===== src/rtl/icmp_gen_pkg.sv =====
// icmp_gen_pkg: mode and FSM encodings plus LFSR constants for the ICMP/UDP traffic generator.
package icmp_gen_pkg;
    typedef enum logic [1:0] {
        MODE_INCR  = 2'd0,
        MODE_CONST = 2'd1,
        MODE_LFSR  = 2'd2,
        MODE_WALK  = 2'd3
    } mode_e;
    typedef enum logic [2:0] {
        ST_IDLE,
        ST_START,
        ST_WAIT,
        ST_GAP,
        ST_FINISH
    } state_e;
    // Galois form of x^32+x^22+x^2+x+1, shifting right
    localparam logic [31:0] LFSR_POLY = 32'h8020_0003;
    localparam logic [31:0] LFSR_SEED = 32'h0000_0001;
    function automatic logic [31:0] lfsr_step(input logic [31:0] s);
        return s[0] ? (s >> 1) ^ LFSR_POLY : s >> 1;
    endfunction
endpackage


===== src/rtl/icmp_traffic_gen_if.sv =====
// icmp_traffic_gen_if: tx handshake between the packet generator and the ICMP/UDP tx path.
interface icmp_traffic_gen_if #(
    parameter int DATA_W = 32,
    parameter int LEN_W  = 16
);
    logic              tx_start_en;
    logic [LEN_W-1:0]  tx_byte_num;
    logic [DATA_W-1:0] tx_data;
    logic              tx_req;
    logic              tx_done;
    modport master (output tx_start_en, tx_byte_num, tx_data, input tx_req, tx_done);
    modport slave  (input tx_start_en, tx_byte_num, tx_data, output tx_req, tx_done);
endinterface


===== src/rtl/icmp_gen_pattern.sv =====
// icmp_gen_pattern: payload pattern register with per-run mode latch, seeding and per-word advance.
module icmp_gen_pattern
    import icmp_gen_pkg::*;
#(
    parameter int DATA_W = 32
) (
    input  logic              gmii_clk,
    input  logic              sys_rst,
    input  logic              load,
    input  logic              reseed,
    input  logic              adv,
    input  logic [1:0]        mode_in,
    input  logic [DATA_W-1:0] const_word,
    output logic [DATA_W-1:0] data
);
    mode_e             mode;
    mode_e             seed_mode;
    logic [DATA_W-1:0] word;
    logic [31:0]       lfsr;
    assign seed_mode = load ? mode_e'(mode_in) : mode;
    assign data = (mode == MODE_CONST) ? const_word :
                  (mode == MODE_LFSR)  ? lfsr[DATA_W-1:0] : word;
    // word serves both incrementing and walking-one patterns
    always_ff @(posedge gmii_clk or posedge sys_rst)
        if (sys_rst) begin
            mode <= MODE_INCR;
            word <= '0;
            lfsr <= LFSR_SEED;
        end else begin
            if (load)
                mode <= mode_e'(mode_in);
            if (load || reseed) begin
                word <= (seed_mode == MODE_INCR) ? '0 : DATA_W'(1);
                lfsr <= LFSR_SEED;
            end else if (adv) begin
                word <= (mode == MODE_INCR) ? word + DATA_W'(1) : {word[DATA_W-2:0], word[DATA_W-1]};
                lfsr <= lfsr_step(lfsr);
            end
        end
endmodule


===== src/rtl/icmp_traffic_gen.sv =====
// icmp_traffic_gen: programmable packet stimulus engine driving the ICMP/UDP tx handshake.
module icmp_traffic_gen
    import icmp_gen_pkg::*;
#(
    parameter int DATA_W      = 32,
    parameter int LEN_W       = 16,
    parameter int NUM_PKTS    = 2,
    parameter int LEN_START   = 20,
    parameter int LEN_STEP    = 8,
    parameter int LEN_MAX     = 1472,
    parameter int GAP_CYCLES  = 100,
    parameter int TIMEOUT_CYC = 16383
) (
    input  logic                gmii_clk,
    input  logic                sys_rst,
    input  logic                enable,
    input  logic [1:0]          mode,
    input  logic [DATA_W-1:0]   const_word,
    icmp_traffic_gen_if.master  tx,
    output logic                busy,
    output logic                done,
    output logic [15:0]         pkt_cnt,
    output logic                timeout_err
);
    localparam int CNT_MAX = (TIMEOUT_CYC > GAP_CYCLES) ? TIMEOUT_CYC : GAP_CYCLES;
    localparam int CNT_W   = $clog2(CNT_MAX + 1);
    state_e           state, state_nxt;
    logic [CNT_W-1:0] cnt;
    logic [LEN_W-1:0] len;
    logic [LEN_W:0]   len_sum;
    logic             run_go, pkt_ok, pkt_to, gap_end, fin;
    assign run_go  = (state == ST_IDLE) && enable;
    assign pkt_ok  = (state == ST_WAIT) && tx.tx_done;
    assign pkt_to  = (state == ST_WAIT) && !tx.tx_done && (cnt == CNT_W'(TIMEOUT_CYC - 1));
    assign gap_end = (state == ST_GAP) && (cnt == CNT_W'(GAP_CYCLES - 1));
    assign fin     = ((NUM_PKTS != 0) && (pkt_cnt == 16'(NUM_PKTS))) || !enable;
    // one extra bit so an overflowing ramp reloads instead of wrapping
    assign len_sum = {1'b0, len} + (LEN_W+1)'(LEN_STEP);
    assign tx.tx_byte_num = (state == ST_START || state == ST_WAIT) ? len : '0;
    always_comb begin
        state_nxt = state;
        busy      = 1'b0;
        done      = 1'b0;
        case (state)
            ST_IDLE:   state_nxt = enable ? ST_START : ST_IDLE;
            ST_START: begin
                busy      = 1'b1;
                state_nxt = ST_WAIT;
            end
            ST_WAIT: begin
                busy      = 1'b1;
                state_nxt = (pkt_ok || pkt_to) ? ST_GAP : ST_WAIT;
            end
            ST_GAP: begin
                busy      = 1'b1;
                state_nxt = !gap_end ? ST_GAP : fin ? ST_FINISH : ST_START;
            end
            ST_FINISH: begin
                done      = 1'b1;
                state_nxt = enable ? ST_FINISH : ST_IDLE;
            end
            default:   state_nxt = ST_IDLE;
        endcase
    end
    // start pulse is registered so reset or decode never glitches it
    always_ff @(posedge gmii_clk or posedge sys_rst)
        if (sys_rst) begin
            state          <= ST_IDLE;
            tx.tx_start_en <= 1'b0;
        end else begin
            state          <= state_nxt;
            tx.tx_start_en <= (state_nxt == ST_START);
        end
    always_ff @(posedge gmii_clk or posedge sys_rst)
        if (sys_rst) begin
            cnt         <= '0;
            len         <= LEN_W'(LEN_START);
            pkt_cnt     <= '0;
            timeout_err <= 1'b0;
        end else begin
            cnt <= (state_nxt != state || !busy) ? '0 : cnt + CNT_W'(1);
            if (run_go)
                len <= LEN_W'(LEN_START);
            else if (gap_end && state_nxt == ST_START)
                len <= (len_sum > (LEN_W+1)'(LEN_MAX)) ? LEN_W'(LEN_START) : len_sum[LEN_W-1:0];
            if (run_go)
                pkt_cnt <= '0;
            else if (pkt_ok)
                pkt_cnt <= pkt_cnt + 16'd1;
            if (run_go)
                timeout_err <= 1'b0;
            else if (pkt_to)
                timeout_err <= 1'b1;
        end
    icmp_gen_pattern #(.DATA_W(DATA_W)) u_pattern (
        .gmii_clk   (gmii_clk),
        .sys_rst    (sys_rst),
        .load       (run_go),
        .reseed     (pkt_ok || pkt_to),
        .adv        ((state == ST_WAIT) && tx.tx_req),
        .mode_in    (mode),
        .const_word (const_word),
        .data       (tx.tx_data)
    );
endmodule


===== src/flat_wrapper.sv =====
// flat-port wrapper written by rule: the top's interface ports become plain ports
module icmp_traffic_gen_flat import icmp_gen_pkg::*;
#(
    parameter int DATA_W      = 32,
    parameter int LEN_W       = 16,
    parameter int NUM_PKTS    = 2,
    parameter int LEN_START   = 20,
    parameter int LEN_STEP    = 8,
    parameter int LEN_MAX     = 1472,
    parameter int GAP_CYCLES  = 100,
    parameter int TIMEOUT_CYC = 16383
)
  (gmii_clk, sys_rst, enable, mode, const_word, busy, done, pkt_cnt, timeout_err, tx_tx_start_en, tx_tx_byte_num, tx_tx_data, tx_tx_req, tx_tx_done);
  icmp_traffic_gen_if #(.DATA_W(DATA_W), .LEN_W(LEN_W)) tx_i ();
  input  logic gmii_clk;
  input  logic sys_rst;
  input  logic enable;
  input  logic [1:0] mode;
  input  logic [DATA_W-1:0] const_word;
  output logic busy;
  output logic done;
  output logic [15:0] pkt_cnt;
  output logic timeout_err;
  output wire logic [$bits(tx_i.tx_start_en)-1:0] tx_tx_start_en;
  output wire logic [$bits(tx_i.tx_byte_num)-1:0] tx_tx_byte_num;
  output wire logic [$bits(tx_i.tx_data)-1:0] tx_tx_data;
  input wire logic [$bits(tx_i.tx_req)-1:0] tx_tx_req;
  input wire logic [$bits(tx_i.tx_done)-1:0] tx_tx_done;
  assign tx_tx_start_en = tx_i.tx_start_en;
  assign tx_tx_byte_num = tx_i.tx_byte_num;
  assign tx_tx_data = tx_i.tx_data;
  assign tx_i.tx_req = tx_tx_req;
  assign tx_i.tx_done = tx_tx_done;
  icmp_traffic_gen #(.DATA_W(DATA_W), .LEN_W(LEN_W), .NUM_PKTS(NUM_PKTS), .LEN_START(LEN_START), .LEN_STEP(LEN_STEP), .LEN_MAX(LEN_MAX), .GAP_CYCLES(GAP_CYCLES), .TIMEOUT_CYC(TIMEOUT_CYC)) u_core (.gmii_clk(gmii_clk), .sys_rst(sys_rst), .enable(enable), .mode(mode), .const_word(const_word), .tx(tx_i), .busy(busy), .done(done), .pkt_cnt(pkt_cnt), .timeout_err(timeout_err));
endmodule

===== config.mk =====
export PLATFORM = sky130hd
export DESIGN_NAME = icmp_traffic_gen_flat
export DESIGN_NICKNAME = d
export VERILOG_FILES = /design/src/rtl/icmp_gen_pkg.sv /design/src/rtl/icmp_traffic_gen_if.sv /design/src/rtl/icmp_gen_pattern.sv /design/src/rtl/icmp_traffic_gen.sv /design/src/flat_wrapper.sv
export SDC_FILE = /design/constraint.sdc
export NUM_CORES = 1
export LEC_CHECK = 0
export BUFFER_PORTS_ARGS = -buffer_cell sky130_fd_sc_hd__buf_2
export CORE_ASPECT_RATIO = 1.25
export CORE_MARGIN = 2
export CORE_UTILIZATION = 55
export DETAILED_ROUTE_END_ITERATION = 10
export MAX_ROUTING_LAYER = met4
export PLACE_DENSITY = 0.84
export SKIP_CTS_REPAIR_TIMING = 1
export SYNTH_ARGS = -nofsm -noshare
export SYNTH_HDL_FRONTEND = slang
export SYNTH_SLANG_ARGS = --single-unit

===== constraint.sdc =====
create_clock -name gmii_clk -period 4.5 [get_ports gmii_clk]
set_clock_uncertainty 0.1 [all_clocks]
set_input_delay 0.675 -clock gmii_clk [delete_from_list [all_inputs] [get_ports gmii_clk]]
set_output_delay 0.675 -clock gmii_clk [all_outputs]
set_load 0.02 [all_outputs]

==> impl_metrics.env, run 1 <==
export IMPL_io_buffers=104
export IMPL_top_usage_layer="met2"
export IMPL_max_slew_margin_rel_pct=34.2
export IMPL_min_period_over_period_pct=75.8
export IMPL_drt_initial_drc_count=457
export IMPL_critical_path_buf_inv_count=2
export IMPL_vias_per_cell=6.00
export IMPL_ys_ff_latch=115
export IMPL_die_h_um=129
export IMPL_globalRouteOverflowTotal=0
export IMPL_multiInputGateArea_mm2=0.00371
export IMPL_cp_slowest_cell="dfrtp_1"
export IMPL_grtUsageMet3_pct=6.04
export IMPL_final_nets=956
export IMPL_fillCellCount=1013
export IMPL_grt_max_degree=58
export IMPL_drv_cap=0
export IMPL_dieWidth_um=104
export IMPL_ir_drop_mv=0.296
export IMPL_final_antenna_net_count=0
export IMPL_ioPinCount=107
export IMPL_r2r_start="u_core.len[4]$_DFFE_PP1P_"
export IMPL_cp_data_required_time_ps=3720
export IMPL_grt_antenna_before_repair=0
export IMPL_finalCriticalPeriod_ps=3410
export IMPL_areaGrowthSynthToFinish_pct=17.3
export IMPL_first_pass_iters=6
export IMPL_status="complete, no violations"
export IMPL_cp_endpoint="tx_tx_data[4]"
export IMPL_power_density_mw_per_mm2=467
export IMPL_reg2reg_to="u_core.len[6]$_DFFE_PP0P_"
export IMPL_ys_types=67
export IMPL_cp_end_kind="primary output"
export IMPL_grt_use_met1_pct=32.9
export IMPL_totalWireLength_mm=18.0
export IMPL_synthFlopType="dfrtp_1"
export IMPL_clk_pin_slew_ps=50
export IMPL_drc=0
export IMPL_vias=6518
export IMPL_crit_path_start="u_core.u_pattern.mode[0]$_DFF_PP0_"
export IMPL_path_delay_family="simple AND/OR/NAND/NOR gates"
export IMPL_p_leak_nw=3.60
export IMPL_syn_instance_count=835
export IMPL_slowest_delay_ps=760
export IMPL_track_usage_pct=28.4
export IMPL_finalWeightedCongestion=0.916
export IMPL_pre_cts_slack_ps=1290
export IMPL_cp_arrival_ps=2640
export IMPL_synth_area_mm2=0.00691
export IMPL_r2r_slack_ps=1210
export IMPL_drive_above_1_share_pct=18.0
export IMPL_dp_hpwl_mm=12.1
export IMPL_htree_levels=4
export IMPL_worstPathMaxFanout=24
export IMPL_setup_violations=0
export IMPL_regArea_mm2=0.00288
export IMPL_placementRows=45
export IMPL_syn_area_per_cell_um2=8.27
export IMPL_worstPathCellList="nand2b_1 -> buf_4 -> nand2_1 -> nor2_1 -> nor2_1 -> buf_2"
export IMPL_hold_ws_ps=148
export IMPL_dieArea_mm2=0.0135
export IMPL_yosys_warnings=0
export IMPL_cts_max_path_buffers=2
export IMPL_fmax_ghz=0.293
export IMPL_clock_latency_ps=410
export IMPL_start_util_pct=56.5
export IMPL_clock_sinks=115
export IMPL_drv_slew=0
export IMPL_synth_edf_count=0
export IMPL_final_common_cell="nor2_1"
export IMPL_critPathKind="reg -> out"
export IMPL_async_reset_ff_share_pct=100
export IMPL_startpoint_type="register"
export IMPL_clock_root_buffer="clkbuf_16"
export IMPL_reg2reg_depth=7
export IMPL_cts_made_buffers=17
export IMPL_avgRoutedWirePerCell_um=16.6
export IMPL_cts_tree="done"
export IMPL_layout_setup_ws_ps=1090
export IMPL_rsz0062_at_grt="no"
export IMPL_cp_depth=6
export IMPL_ys_seq_area_share_pct=41.7
export IMPL_tns_ps=0
export IMPL_worst_pin_slew_ps=974
export IMPL_final_cell_mix="nor2_1, dfrtp_1, nand2_1"
export IMPL_hold_class="in -> async"
export IMPL_hold_viol=0
export IMPL_grt_first_pass_wirelength_mm=30.0
export IMPL_diodes=0
export IMPL_cpMostUsedCell="nor2_1"
export IMPL_grtUsageMet2_pct=48.3
export IMPL_core_area_mm2=0.0122
export IMPL_grt_pass1_vias=6129
==> state kept, by name, indices dropped and copies added (netlist names) <==
register,flops
u_core.u_pattern.word,32
u_core.u_pattern.lfsr,32
u_core.u_pattern.mode,2
u_core.cnt,14
u_core.len,14
u_core.tx.tx_start_en,1
u_core.pkt_cnt,16
u_core.timeout_err,1
u_core.state,3
==> cell families (layout without fill, tap and decap cells) <==
kind of cell    after synthesis  after routing  synth area share (%)
xor+xnor                     34             34                  4.31
mux                          17             17                  2.54
simple gates                374            374                  25.9
compound gates              209            209                  19.6
fa+ha+maj                     6              6                  1.09
other cells                   1              2                0.0543
buf+inv                      79            166                  4.75
flops                       115            115                  41.7
==> metal layers <==
| layer | vias to the layer above | wire, µm |
|---|---|---|
| met5 | - | 0 |
| li1 | 3112 | - |
| met3 | 42 | 1110 |
| met4 | 0 | 535 |
| met1 | 3123 | 7020 |
| met2 | 241 | 9380 |
==> worst register-to-register path, cell delays in order, from the launching register on <==
cell,delay [ps]
dfstp_2,580
ha_1,360
nand3_1,250
nor4_1,330
mux2i_1,280
o2111ai_2,310
or4b_1,770
o31ai_4,230
==> how the worst min path moves through the flow <==
stage	cells past startpoint	start	to	slack, ps
2_1_floorplan	1	u_core.len[2]$_DFFE_PP1P_	u_core.len[2]$_DFFE_PP1P_	380
3_3_place_gp	1	u_core.len[2]$_DFFE_PP1P_	u_core.len[2]$_DFFE_PP1P_	400
6_report	2	sys_rst	u_core.u_pattern.lfsr[4]$_DFFE_PP0P_	150
3_5_place_dp	1	u_core.len[2]$_DFFE_PP1P_	u_core.len[2]$_DFFE_PP1P_	400
5_1_grt	2	sys_rst	u_core.u_pattern.lfsr[4]$_DFFE_PP0P_	160
4_1_cts	2	sys_rst	u_core.u_pattern.lfsr[4]$_DFFE_PP0P_	150
==> layout make-up <==
class / count / area share, %
clock inverters: 10 / 1.92
well taps: 164 / 2.53
inverters: 20 / 0.958
flip-flops and latches: 115 / 35.6
repair buffers: 115 / 7.45
multi-input cells: 642 / 45.8
clock buffers: 21 / 5.81
==> report_power, final <==
group | internal (mW) | switching (mW) | total, mW
sequential | 1.15 | 0.164 | 1.31
combinational | 0.355 | 0.693 | 1.05
clock | 0.962 | 0.464 | 1.43
==> cells in the mapped netlist (all sizes together) (5+ instances only) <==
library cell / count / area (µm²)
a21oi: 66 / 330
nor4b: 5 / 43.8
o41ai: 5 / 43.8
clkbuf: 41 / 154
nand2: 107 / 402
a211oi: 13 / 103
a22oi: 5 / 51.3
xor2: 19 / 166
or3: 6 / 37.5
xnor2: 15 / 131
nor2: 121 / 457
and2: 17 / 106
nand3: 27 / 135
nand4: 14 / 100
nor4: 10 / 83.8
nor2b: 13 / 81.3
buf: 18 / 98.8
o31ai: 10 / 88.8
mux2i: 13 / 130
o21ai: 41 / 205
ha: 6 / 75.1
nor3: 22 / 110
o22ai: 30 / 194
dfrtp: 112 / 2800
nand2b: 7 / 43.8
inv: 20 / 75.1
o2bb2ai: 10 / 87.6
and3: 9 / 56.3
==> stage by stage <==
stage	util [%]	instances	power, mW	area [µm²]
final	66.3	1087	3.79	8100
after global routing	66.3	1087	3.99	8100
after CTS	66.3	1087	3.80	8100
after detailed placement	61.2	1056	2.36	7470
after global placement	61.2	1056	2.34	7470
after floorplan	-	836	2.05	6910
Note: power is estimated with default switching activity, not from simulation.
==> run 2: changes to the inputs <==
- CORE_UTILIZATION: 55 -> 52
- PLACE_DENSITY: 0.84 -> 0.83
- clock period: 4.5 -> 2.7 ns (I/O delays scaled with it)
==> run 2 against run 1 <==
Total power rose by 61%. Utilization fell by 3.2 points. Critical path depth did not move. Largest power group is now sequential cells.
==> impl_metrics.env, run 2 (same netlist as run 1, synthesis figures left out) <==
export IMPL_status="complete, no violations"
export IMPL_cts_made_buffers=17
export IMPL_final_common_cell="nor2_1"
export IMPL_areaGrowthSynthToFinish_pct=19.8
export IMPL_ioPinCount=107
export IMPL_clock_root_buffer="clkbuf_16"
export IMPL_r2r_start="u_core.len[4]$_DFFE_PP1P_"
export IMPL_tns_ps=0
export IMPL_reg2reg_to="u_core.len[6]$_DFFE_PP0P_"
export IMPL_hold_viol=0
export IMPL_r2r_slack_ps=230
export IMPL_dp_hpwl_mm=12.7
export IMPL_final_antenna_net_count=0
export IMPL_drv_cap=0
export IMPL_drv_slew=0
export IMPL_drc=0
export IMPL_final_cell_mix="nor2_1, dfrtp_1, nand2_1"
export IMPL_grt_max_degree=98
export IMPL_min_from="mode[1]"
export IMPL_critPathKind="reg -> out"
export IMPL_power_internal_mw=3.79
export IMPL_totalWireLength_mm=18.6
export IMPL_avgRoutedWirePerCell_um=16.6
export IMPL_max_slew_margin_rel_pct=48.8
export IMPL_pwr_share_clk_pct=34.1
export IMPL_dieWidth_um=107
export IMPL_worstPathMaxFanout=14
export IMPL_die_h_um=133
export IMPL_cts_tree="done"
export IMPL_placementRows=47
export IMPL_rsz0062_at_grt="no"
export IMPL_io_buffers=104
export IMPL_drive_above_1_share_pct=20.7
export IMPL_total_power_mw=6.10
export IMPL_pre_cts_slack_ps=100
export IMPL_layout_setup_ws_ps=201
export IMPL_cp_arrival_ps=1990
export IMPL_track_usage_pct=28.0
export IMPL_startpoint_type="register"
export IMPL_p_leak_nw=3.69
export IMPL_whs_path_depth=2
export IMPL_grt_antenna_before_repair=1
export IMPL_clk_pin_slew_ps=50
export IMPL_grt_pass1_vias=6345
export IMPL_fmax_ghz=0.400
export IMPL_clock_sinks=115
export IMPL_core_area_mm2=0.0131
export IMPL_p_switching_mw=2.30
export IMPL_min_period_over_period_pct=92.6
export IMPL_grt_first_pass_wirelength_mm=31.0
export IMPL_vias_per_cell=5.94
export IMPL_final_nets=981
export IMPL_first_pass_iters=7
export IMPL_drt_initial_drc_count=433
export IMPL_worst_pin_slew_ps=768
export IMPL_comb_power_share_pct=30.7
export IMPL_ir_drop_mv=0.388
export IMPL_clock_latency_ps=410
export IMPL_start_util_pct=52.7
export IMPL_cp_data_required_time_ps=2190
export IMPL_min_to="u_core.u_pattern.mode[1]$_DFF_PP0_"
export IMPL_power_density_mw_per_mm2=736
export IMPL_globalRouteOverflowTotal=0
export IMPL_setup_violations=0
export IMPL_vias=6654
export IMPL_pwr_share_seq_pct=35.2
export IMPL_finalCriticalPeriod_ps=2500
export IMPL_hold_class="in -> reg"
export IMPL_largestRegisters="u_core.u_pattern.lfsr (32), u_core.u_pattern.word (32), u_core.pkt_cnt (16)"
export IMPL_cts_max_path_buffers=2
export IMPL_finalWeightedCongestion=0.901
export IMPL_htree_levels=4
export IMPL_dieArea_mm2=0.0142
export IMPL_sw_frac_of_total_pct=37.8
export IMPL_reg2reg_depth=6
export IMPL_cp_end_kind="primary output"
run 2: changes by cell type in the layout (fill, tap and decap cells not counted), moves of 2 or more:
cell / before / now
bufinv_16: 4 / 0
clkinv_2: 4 / 2
clkinvlp_4: 2 / 5
buf_12: 0 / 2
clkinv_4: 0 / 3
buf_4: 11 / 33
inv_6: 0 / 4
run 2: power groups by stage:
stage / Clock [mW] / Combinational (mW) / Sequential (mW)
after global placement: 0 / 1.82 / 2.16
after global routing: 2.20 / 2.07 / 2.17
after floorplan: 0 / 1.29 / 2.12
final: 2.08 / 1.87 / 2.14
after CTS: 2.10 / 1.87 / 2.14
after detailed placement: 0 / 1.86 / 2.16
run 2: through the flow:
stage	area, µm²	std cells	utilization (%)	hold slack [ps]
after CTS	8260	1119	63.0	-96.3
after global placement	7700	1087	58.7	335
after global routing	8280	1121	63.1	166
final	8280	1121	63.1	160
after floorplan	6930	836	-	381
after detailed placement	7700	1087	58.7	342
run 2: cell type report:
cell class,count,area (µm²)
flip-flops and latches,115,2880
clock inverters,13,101
repair buffers,140,818
clock buffers,19,453
well taps,171,214
fillers,1089,4840
inverters,20,78.8
diodes,1,2.50
multi-input cells,642,3730
run 2: layer usage:
metal,vias to the layer above,track usage [%],part of all wire (%)
met4,0,11.6,3.5
met5,-,-,0
met2,241,46.3,52
met3,58,5.47,5.1
li1,3171,-,-
met1,3184,33.2,40
run 2: how the worst max path moves through the flow:
stage	start	end	slack (ps)	depth (start not counted)
finish	u_core.u_pattern.mode[0]$_DFF_PP0_	tx_tx_data[20]	200	6
global route	u_core.cnt[0]$_DFF_PP0_	u_core.len[6]$_DFFE_PP0P_	30	7
CTS	u_core.len[4]$_DFFE_PP1P_	u_core.len[6]$_DFFE_PP0P_	90	7
detailed placement	u_core.len[4]$_DFFE_PP1P_	u_core.len[6]$_DFFE_PP0P_	100	7
global placement	u_core.len[4]$_DFFE_PP1P_	u_core.len[6]$_DFFE_PP0P_	140	7
floorplan	u_core.len[4]$_DFFE_PP1P_	u_core.len[6]$_DFFE_PP0P_	40	9
run 2: critical path, cell delays in order (launching register included):
cell and delay, ps:
dfrtp_1 400, nand2b_1 180, nand2_1 400, buf_4 270
nor2_1 80, nor2_1 100, buf_2 170
